[src/rtl/alu_cmd_ctrl.sv]
// Command controller: parses UART RX frames into ALU operands/function, pulses the
// ALU enable, captures the 16-bit result and returns it to UART TX low byte first.
module alu_cmd_ctrl #(
   parameter int DATA_WIDTH = 8,
   parameter int FUN_WIDTH  = 4
) (
   input  logic                    clk,
   input  logic                    rst,
   input  logic [DATA_WIDTH-1:0]   RX_P_DATA,
   input  logic                    RX_D_VLD,
   output logic [DATA_WIDTH-1:0]   ALU_A,
   output logic [DATA_WIDTH-1:0]   ALU_B,
   output logic [FUN_WIDTH-1:0]    ALU_FUN,
   output logic                    ALU_EN,
   input  logic [2*DATA_WIDTH-1:0] ALU_OUT,
   input  logic                    ALU_OUT_VALID,
   output logic [DATA_WIDTH-1:0]   TX_P_DATA,
   output logic                    TX_D_VLD,
   input  logic                    TX_BUSY,
   output logic                    CMD_ERR
);

   localparam logic [DATA_WIDTH-1:0] OP_FULL  = DATA_WIDTH'('hCC);
   localparam logic [DATA_WIDTH-1:0] OP_REUSE = DATA_WIDTH'('hDD);

   typedef enum logic [3:0] {
      IDLE, GET_A, GET_B, GET_FUN, ALU_REQ, ALU_WAIT, TX_LO, WAIT_LO, TX_HI, WAIT_HI
   } state_t;

   state_t                  r_state, w_next;
   logic [2*DATA_WIDTH-1:0] r_result;
   logic [DATA_WIDTH-1:0]   r_a, r_b, r_tx_data;
   logic [FUN_WIDTH-1:0]    r_fun;
   logic                    r_busy_seen, r_cmd_err;
   logic                    w_ld_a, w_ld_b, w_ld_fun, w_cap, w_ld_hi, w_err, w_wait_st;

   // state register
   always_ff @(posedge clk or posedge rst) begin
      if (rst) r_state <= IDLE;
      else     r_state <= w_next;
   end

   // next-state logic
   always_comb begin
      w_next = r_state;
      case (r_state)
         IDLE: if (RX_D_VLD) begin
            if (RX_P_DATA == OP_FULL)       w_next = GET_A;
            else if (RX_P_DATA == OP_REUSE) w_next = GET_FUN;
         end
         GET_A:    if (RX_D_VLD)      w_next = GET_B;
         GET_B:    if (RX_D_VLD)      w_next = GET_FUN;
         GET_FUN:  if (RX_D_VLD)      w_next = ALU_REQ;
         ALU_REQ:                     w_next = ALU_WAIT;
         ALU_WAIT: if (ALU_OUT_VALID) w_next = TX_LO;
         TX_LO:    if (!TX_BUSY)      w_next = WAIT_LO;
         WAIT_LO:  if (r_busy_seen && !TX_BUSY) w_next = TX_HI;
         TX_HI:    if (!TX_BUSY)      w_next = WAIT_HI;
         WAIT_HI:  if (r_busy_seen && !TX_BUSY) w_next = IDLE;
         default:                     w_next = IDLE;
      endcase
   end

   // output / load-strobe decode
   always_comb begin
      ALU_EN    = (r_state == ALU_REQ);
      TX_D_VLD  = ((r_state == TX_LO) || (r_state == TX_HI)) && !TX_BUSY;
      w_ld_a    = (r_state == GET_A)   && RX_D_VLD;
      w_ld_b    = (r_state == GET_B)   && RX_D_VLD;
      w_ld_fun  = (r_state == GET_FUN) && RX_D_VLD;
      w_cap     = (r_state == ALU_WAIT) && ALU_OUT_VALID;
      w_ld_hi   = (r_state == WAIT_LO) && (w_next == TX_HI);
      w_wait_st = (r_state == WAIT_LO) || (r_state == WAIT_HI);
      w_err     = 1'b0;
      if (RX_D_VLD) begin
         if (r_state == IDLE)
            w_err = (RX_P_DATA != OP_FULL) && (RX_P_DATA != OP_REUSE);
         else if (r_state >= ALU_REQ)
            w_err = 1'b1;
      end
   end

   always_ff @(posedge clk or posedge rst) begin
      if (rst) begin
         r_a         <= '0;
         r_b         <= '0;
         r_fun       <= '0;
         r_result    <= '0;
         r_tx_data   <= '0;
         r_busy_seen <= 1'b0;
         r_cmd_err   <= 1'b0;
      end else begin
         if (w_ld_a)   r_a   <= RX_P_DATA;
         if (w_ld_b)   r_b   <= RX_P_DATA;
         if (w_ld_fun) r_fun <= RX_P_DATA[FUN_WIDTH-1:0];
         if (w_cap) begin
            r_result  <= ALU_OUT;
            r_tx_data <= ALU_OUT[DATA_WIDTH-1:0];
         end else if (w_ld_hi) begin
            r_tx_data <= r_result[2*DATA_WIDTH-1:DATA_WIDTH];
         end
         // busy must be seen high before its fall counts as end of byte
         r_busy_seen <= (w_wait_st && (w_next == r_state)) ? (r_busy_seen | TX_BUSY) : 1'b0;
         r_cmd_err   <= w_err;
      end
   end

   assign ALU_A     = r_a;
   assign ALU_B     = r_b;
   assign ALU_FUN   = r_fun;
   assign TX_P_DATA = r_tx_data;
   assign CMD_ERR   = r_cmd_err;

endmodule

[config.mk]
export PLATFORM = sky130hd
export DESIGN_NAME = alu_cmd_ctrl
export DESIGN_NICKNAME = d
export VERILOG_FILES = /design/src/rtl/alu_cmd_ctrl.sv
export SDC_FILE = /design/constraint.sdc
export NUM_CORES = 1
export LEC_CHECK = 0
export ABC_AREA = 1
export CAP_MARGIN = 10
export CORE_MARGIN = 1
export CORE_UTILIZATION = 50
export DETAILED_ROUTE_END_ITERATION = 6
export PLACE_DENSITY = 0.92
export SYNTH_ARGS = -nofsm -noshare
export SYNTH_HDL_FRONTEND = slang
export SYNTH_SLANG_ARGS = --single-unit
[constraint.sdc]
create_clock -name clk -period 1.9 [get_ports clk]
set_input_delay 0.38 -clock clk [delete_from_list [all_inputs] [get_ports clk]]
set_output_delay 0.38 -clock clk [all_outputs]
set_load 0.02 [all_outputs]
==> Word level (Yosys, flattened, before mapping) <==
Index checks and enable logic that the tools add are counted.
{ "totals": {"regBits": 50, "input_bits": 29, "out_inout_bits": 31, "elab_cells": 57} }
{ "op_classes": {"order_cmp": 1, "n_eq_ne": 15, "n_mux": 18, "bitwise": 1, "reduce_logical": 14} }
{ "ops": {"columns": ["cell", "count"], "rows": [
  ["4-bit 2-to-1 mux", 11],
  ["4-bit one-hot mux with 10 select lines", 1],
  ["4-bit by 3-bit == test with 1-bit output, second input constant", 4],
  ["8-bit == test, second input constant", 2],
  ["8-bit 2-to-1 mux", 2],
  ["8-bit != test, second input constant", 2],
  ["4-bit == test, second input constant", 3],
  ["1-bit logical AND", 9],
  ["4-bit by 2-bit == test with 1-bit output, second input constant", 2],
  ["4-bit by 1-bit == test with 1-bit output, second input constant", 1],
  ["4-bit == test", 1],
  ["4-bit by 3-bit greater-or-equal comparator with 1-bit output, second input constant", 1],
  ["4-bit logical NOT", 1],
  ["1-bit 2-to-1 mux", 4],
  ["1-bit logical OR", 2],
  ["2-bit nonzero test", 1],
  ["1-bit logical NOT", 1],
  ["1-bit bitwise OR", 1]
]} }

==> Depth between registers and ports, before layout <==
Gate-level depths: netlist (run 1).
{ "logic_depth": {"depth_word": 9, "ltp_mapped": 8, "depth_no_buf": 8} }

==> Least setup slack after synthesis (run 1) <==
No wires, ideal clock.
{ "synth_timing": {"path_type": "register -> output", "startpoint": "register r_state[3]", "endpoint": "output TX_D_VLD", "arrival_time_ns": 1.126, "required_time_ns": 1.520, "path_slack_ns": 0.394, "path_stages_with_launch": 6, "path_buffers": 0, "cell_sequence": "dfrtp_1 inv_1 nand2_1 inv_1 nand2_1 a21oi_1"} }
{ "synth_between": {"elab_chain_cells": 3, "elab_cells_between_ends": 4, "cone_classes": "eq/ne: 2; reduce/logical: 2"} }
{ "synth_rtl": {"columns": ["item", "line_no", "rtl"], "rows": [
  ["start, declared", "30", "state_t r_state, w_next;"],
  ["start signal, assigned", "40", "else r_state <= w_next;"],
  ["4-bit by 3-bit == test with 1-bit output / 4-bit == test (equally long branches)", "67", "TX_D_VLD = ((r_state == TX_LO) || (r_state == TX_HI)) && !TX_BUSY;"],
  ["1-bit logical OR *", "67", null],
  ["1-bit logical AND *", "67", null],
  ["end, declared", "18", "output logic TX_D_VLD,"]
]} }
Every way passes the cells marked *; elsewhere a longest branch is shown, timed or not.

==> Worst setup path in the final report (run 1) <==
{ "layout_timing": {"startpoint": "register r_state[3]", "endpoint": "output ALU_EN"} }
{ "layout_between": {"elab_chain_cells": 1} }
{ "layout_rtl": {"columns": ["item", "line_no", "rtl"], "rows": [
  ["4-bit by 3-bit == test with 1-bit output", "66", "ALU_EN = (r_state == ALU_REQ);"],
  ["end, declared", "14", "output logic ALU_EN,"]
]} }
No other way between the ends.

==> out/metrics.csv, run 1 <==
stage,metric,value,unit
outcome,status,"complete, no violations",
sta,crit path time final,1.781,ns
global_routing,first-pass GRT wire length,7362,um
sta,Max transition margin,65.21,%
sta,Fmax achieved,0.5614,GHz
critical_path,worst r2r dst,r_state[1]$_DFF_PP0_,
cells_and_area,final net count,347,
die,std cell rows,22,
sta,WHS,0.4735,ns
cts,CTS Buf Count,5,
detailed_routing,Post-route DRC,0,
min_path,hold path endpoint,r_result[8]$_DFFE_PP0P_,
die,Die X-Extent,64.38,um
die,Die Ht,64.38,um
sta,clock skew,0.005904,ns
min_path,hold wc startpoint,r_result[8]$_DFFE_PP0P_,
logic_synthesis,"Top FF cell, synth",dfrtp_1,
global_routing,largest net degree at the start of global routing,43,
critical_path,CP endpoint kind,output port,
critical_path,"Req. time, crit path",1.52,ns
critical_path,worst-path fanout max,3,
placed_design,post-place setup slack,-0.06160,ns
logic_synthesis,Area contributors post-synth,"dfrtp_1 (54%), nand2_1 (23%), nand3_1 (3.3%)",
critical_path,crit path launch type,register,
sta,"Slew Viols, Final",0,
critical_path,Worst Path Arrival,1.40,ns
pwr,Psw,1644,uW
min_path,worst hold-check path type,register to register,
placed_design,GPL Wtd Cong,0.8687,
pwr,LEAKAGE,0.001446,uW
die,total die area,4145,um2
logic_synthesis,syn avg cell area,7.941,um2
critical_path,crit path kind,register to output port,
detailed_routing,Routed WL per cell,12.29,um
placed_design,port bufs,59,
global_routing,Total GRT Usage,23.40,%
logic_synthesis,Ys Warns,0,
sta,Final Hold Fails,0,
die,io pins,60,
pwr,maximum vdd drop,1.144,mV
pwr,power density cells,1554,nW/um2
sta,period utilization,93.76,%
die,Starting Density,52.75,%
pwr,combinational share of power,48.3,%
min_path,Worst Hold Depth,2,
cts,CTS H-tree depth,2,
logic_synthesis,Synth area leader,dfrtp_1,
detailed_routing,violation count after the first detailed-route iteration,170,
logic_synthesis,Post-Syn Nets,274,
critical_path,RR Startpoint,r_state[1]$_DFF_PP0_,
die,core area,3689,um2
logic_synthesis,sequential element share of the synthesized area,54.02,%
cells_and_area,"Core Util, Final",74.53,%
logic_synthesis,"flops & latches, synth",42,
pwr,P_int,2627,uW
pwr,total power,4271,uW
cells_and_area,diode count,0,
logic_synthesis,Synth top area share,54.02,%
pwr,Seq pwr share,35.2,%
detailed_routing,Routed WL,4497,um
global_routing,initial antenna violation count,0,
logic_synthesis,synthesized netlist cell count,245,
detailed_routing,drt first pass iters,4,
cts,Worst-path clk slew,0.08,ns
logic_synthesis,Yosys cell types,21,
detailed_routing,vias,1830,
logic_synthesis,Synth top cells by count,"nand2_1 (118), dfrtp_1 (42), inv_1 (17)",
critical_path,cell depth of the worst flop-to-flop path,8,
flow_run,maxcap violations,0,
cts,worst-skew pair later-pin latency,0.29,ns
sta,RSZ-0062 raised after global routing,false,
placed_design,HPWL Detailed,3380,um
cts,CTS tree,done,
cells_and_area,synthesis-to-finish area growth,41.29,%
global_routing,vias in the first global route,1691,
pwr,clock power share,16.5,%
logic_synthesis,number of synthesized flops with an enable pin,0,
sta,worst slew pin tran,0.5218,ns
logic_synthesis,asr flop ratio synth,100.0,%
cts,Sink Count,42,
sta,"Setup violations, final",0,
sta,min setup slack post-route,0.1186,ns
logic_synthesis,synthesized area,1946,um2
critical_path,flop2flop setup slack,0.39,ns
cells_and_area,share of layout cells above drive strength 1,10.06,%
cts,worst-case clock buffer depth,2,
logic_synthesis,cell with the most instances after synthesis,nand2_1,
detailed_routing,vias per inst,5.000,
pwr,Sw Ratio,38.50,%
global_routing,grt ovf,0,
cells_and_area,# fillers,282,
cts,Root Driver,clkbuf_8,
detailed_routing,remaining antenna violation count,0,
-- flip-flops by register name, indices dropped and copies added (netlist names) --
signal / flops
r_state: 4
r_result: 8
r_busy_seen: 1
ALU_B: 8
ALU_A: 8
CMD_ERR: 1
TX_P_DATA: 8
ALU_FUN: 4
-- layer usage --
metal  global-route usage [%]  up-vias  part of all wire (%)
met3                    5.357        6                   3.8
met4                    8.333        0                   1.5
met5                        0        -                     0
li1                         -      902                     -
met2                    40.92       47                    53
met1                    27.94      875                    42
-- power by group through the flow --
| stage | Combinational (uW) | Sequential (uW) | Clock (uW) |
|---|---|---|---|
| floorplan | 796 | 1860 | 0 |
| global placement | 2010 | 1490 | 0 |
| detailed placement | 2070 | 1520 | 0 |
| CTS | 2080 | 1510 | 717 |
| global route | 2250 | 1540 | 753 |
| finish | 2060 | 1500 | 704 |
-- logic make-up after synthesis --
logic type / synth area share (%)
compound gates: 5.531
buf+inv: 6.173
flops: 54.02
simple gates: 34.28
-- cell type report --
type / instances / area, um2 / share of cell area [%]
Clock buffer: 6 / 82.58 / 3.004
Clock inverter: 1 / 30.03 / 1.092
Tap cell: 48 / 60.06 / 2.185
Multi-Input combinational cell: 178 / 774.5 / 28.17
Timing Repair Buffer: 70 / 666.9 / 24.26
Sequential cell: 42 / 1051 / 38.23
Inverter: 21 / 83.83 / 3.050
-- what timing repair did --
item                                    CTS  global route
buffers inserted                          0             0
endpoints found under the setup margin    2             1
hold buffers                              0             0
resized for setup                         3             1
-- placed cells by master (no fill, tap or decap), types with 6 or more instances in the layout --
cell,instances
nand2_1,118
buf_4,11
dfrtp_1,42
clkbuf_8,6
o21ai_1,6
nor2_1,16
clkdlybuf4s50_1,57
inv_1,17
nand3_1,13
o21ai_0,12
-- metrics by stage --
stage / TNS (ns) / instance area (um2) / instances
after floorplan: 0 / 1946 / 245
after global placement: -0.06361 / 2643 / 359
after detailed placement: -0.06160 / 2643 / 359
after CTS: 0 / 2754 / 366
after global routing: 0 / 2749 / 366
final: 0 / 2749 / 366
-- worst max-delay path by stage --
stage	to	from	slack, ns	cells after the start
after detailed placement	TX_D_VLD	TX_BUSY	-0.06	3
final	ALU_EN	r_state[3]$_DFF_PP0_	0.12	5
after global placement	TX_D_VLD	TX_BUSY	-0.06	3
after CTS	TX_D_VLD	r_state[3]$_DFF_PP0_	0.003	6
after global routing	ALU_EN	r_state[3]$_DFF_PP0_	0.03	5
after floorplan	TX_D_VLD	r_state[3]$_DFF_PP0_	0.39	5
-- worst max-delay path, cell delays in order (launching register included) --
cell	delay [ns]
dfrtp_1	0.38
inv_1	0.09
nand2_1	0.08
buf_4	0.14
nor2_1	0.09
dlygate4sd2_1	0.33
Power figures use the tool's default switching activity.
==> run 2, diff against run 1 <==
--- a/config.mk
+++ b/config.mk
@@ -11,6 +11,7 @@
 export CORE_UTILIZATION = 50
 export DETAILED_ROUTE_END_ITERATION = 6
 export PLACE_DENSITY = 0.92
+export RECOVER_POWER = 25
 export SYNTH_ARGS = -nofsm -noshare
 export SYNTH_HDL_FRONTEND = slang
 export SYNTH_SLANG_ARGS = --single-unit
==> run 2 against run 1 <==
Compared with the run above: count of clock-buffer cells in the layout did not move; utilization fell by 0.068 points; non-clock buffer count did not move; worst setup slack did not move; sequential power barely moved; critical path depth did not move; clock power barely moved; largest cell class unchanged.
==> out/metrics.csv, run 2 (synthesis gave the netlist of run 1 again) <==
stage,metric,value,unit
cells_and_area,synthesis-to-finish area growth,41.16,%
outcome,status,"complete, no violations",
cts,CTS H-tree depth,2,
detailed_routing,vias,1830,
placed_design,HPWL Detailed,3380,um
cells_and_area,diode count,0,
pwr,maximum vdd drop,1.144,mV
sta,Fmax achieved,0.5614,GHz
cts,CTS tree,done,
global_routing,Total GRT Usage,23.40,%
cells_and_area,"most common cell after layout, fill and taps aside",nand2_1,
critical_path,"slowest stage delay, CP",0.38,ns
critical_path,crit path kind,register to output port,
detailed_routing,Routed WL per cell,12.28,um
global_routing,M2 GR Usage,40.92,%
critical_path,Worst Path Arrival,1.40,ns
pwr,Sw Ratio,38.51,%
cells_and_area,final net count,347,
die,std cell rows,22,
detailed_routing,violation count after the first detailed-route iteration,170,
sta,clock skew,0.005904,ns
pwr,total power,4270,uW
cts,Sink Count,42,
placed_design,Placed Area,2643,um2
global_routing,global-route met1 utilization,27.94,%
sta,worst slew pin tran,1.014,ns
die,Starting Density,52.75,%
global_routing,largest net degree at the start of global routing,43,
critical_path,crit path launch type,register,
placed_design,post-place setup slack,-0.06160,ns
critical_path,worst-path fanout max,3,
placed_design,# placed instances,359,
sta,crit path time final,1.781,ns
critical_path,CP endpoint kind,output port,
sta,Setup TNS Final,0,ns
critical_path,"CP delay by family, top",buffers and inverters,
die,Die X-Extent,64.38,um
min_path,worst hold-check path type,register to register,
flow_run,maxcap violations,0,
die,core area,3689,um2
global_routing,gr busiest metal,met2,
detailed_routing,Post-route DRC,0,
sta,"Setup violations, final",0,
cells_and_area,"non-filler cells, final",366,
global_routing,grt met3 use,5.357,%
cells_and_area,share of layout cells above drive strength 1,10.06,%
sta,RSZ-0062 raised after global routing,false,
sta,"Slew Viols, Final",0,
cts,"Setup Fix Bufs, Post-CTS",0,
critical_path,"Req. time, crit path",1.52,ns
cts,Root Driver,clkbuf_8,
cts,Worst-path clk slew,0.08,ns
critical_path,crit path buf inv count,3,
global_routing,first-pass GRT wire length,7362,um
die,io pins,60,
pwr,LEAKAGE,0.001445,uW
placed_design,port bufs,59,
pwr,P_int,2626,uW
critical_path,critical path's slowest cell,dfrtp_1,
die,total die area,4145,um2
cells_and_area,Post-Layout Inst Area,2746,um2
global_routing,grt ovf,0,
cts,CTS Buf Count,5,
global_routing,vias in the first global route,1691,
pwr,combinational share of power,48.3,%
cts,worst-case clock buffer depth,2,
detailed_routing,vias per inst,5.000,
detailed_routing,remaining antenna violation count,0,
cts,Hold Buf Count CTS,0,
detailed_routing,Routed WL,4496,um
critical_path,crit-path cells,inv_1 > nand2_1 > buf_4 > nor2_1 > dlygate4sd2_1,
sta,Final Hold Fails,0,
cts,worst-skew pair later-pin latency,0.29,ns
cells_and_area,# fillers,281,
placed_design,GPL Wtd Cong,0.8687,
pwr,clock power share,16.5,%
pwr,power density cells,1555,nW/um2
sta,min setup slack post-route,0.1186,ns
detailed_routing,drt first pass iters,4,
cells_and_area,most frequent cells in the layout,"nand2_1 (118), clkdlybuf4s50_1 (56), dfrtp_1 (42)",
pwr,Seq pwr share,35.2,%
pwr,Psw,1644,uW
die,Die Ht,64.38,um
sta,period utilization,93.76,%
global_routing,initial antenna violation count,0,
sta,Max transition margin,32.42,%
[run 2: cell types whose count changed in the layout (fill, tap and decap cells not counted)]
cell             delta
buf_4               -1
dlygate4sd3_1       +1
clkdlybuf4s50_1     -1
clkbuf_2            +1
[run 2: per-layer routing]
| metal | share of wire [%] | up-vias |
|---|---|---|
| met1 | 42 | 875 |
| li1 | - | 902 |
| met2 | 53 | 47 |
| met4 | 1.5 | 0 |
| met5 | 0 | - |
| met3 | 3.7 | 6 |
[run 2: cell type report]
cell class / count / area [um2] / area share (%)
multi-input combinational: 178 / 774.5 / 28.20
inverter: 21 / 83.83 / 3.052
sequential: 42 / 1051 / 38.27
clock inverter: 1 / 30.03 / 1.093
timing repair buffer: 70 / 664.4 / 24.19
tap: 48 / 60.06 / 2.187
clock buffer: 6 / 82.58 / 3.007
[run 2: worst paths after layout]
kind | from | end | slack, ns | depth (start not counted)
max | r_state[3]$_DFF_PP0_ | ALU_EN | 0.12 | 5
min | r_result[8]$_DFFE_PP0P_ | r_result[8]$_DFFE_PP0P_ | 0.47 | 2
max reg2reg | r_state[1]$_DFF_PP0_ | r_state[1]$_DFF_PP0_ | 0.39 | 8
min reg2reg | r_result[8]$_DFFE_PP0P_ | r_result[8]$_DFFE_PP0P_ | 0.47 | 2
max in group asynchronous | rst | r_result[13]$_DFFE_PP0P_ | 0.43 | 3
min in group asynchronous | rst | TX_P_DATA[5]$_DFFE_PP0P_ | 0.86 | 3
[run 2: worst register-to-register path, delay by kind of cell (launching register included)]
kind	cells	cell delay [ns]
and+or+nand+nor	6	0.84
DFF	1	0.41
buffers and inverters	2	0.20
[run 2: per-stage QoR]
step / hold slack (ns) / utilization, %
final: 0.4735 / 74.46
after global routing: 0.4979 / 74.46
after CTS: 0.4724 / 74.66
after detailed placement: 0.4553 / 71.64
after global placement: 0.4492 / 71.64
after floorplan: 0.4367 / -
[run 2: power by group through the flow]
stage | Clock, uW | Combinational (uW) | Sequential [uW]
5_1_grt | 753 | 2250 | 1540
3_5_place_dp | 0 | 2070 | 1520
3_3_place_gp | 0 | 2010 | 1490
2_1_floorplan | 0 | 796 | 1860
4_1_cts | 717 | 2080 | 1510
6_report | 704 | 2060 | 1500
[run 2: timing repair]
action	4_1_cts	5_1_grt
resized for setup	3	1
setup endpoints to repair	2	1
endpoints found under the hold margin	0	0
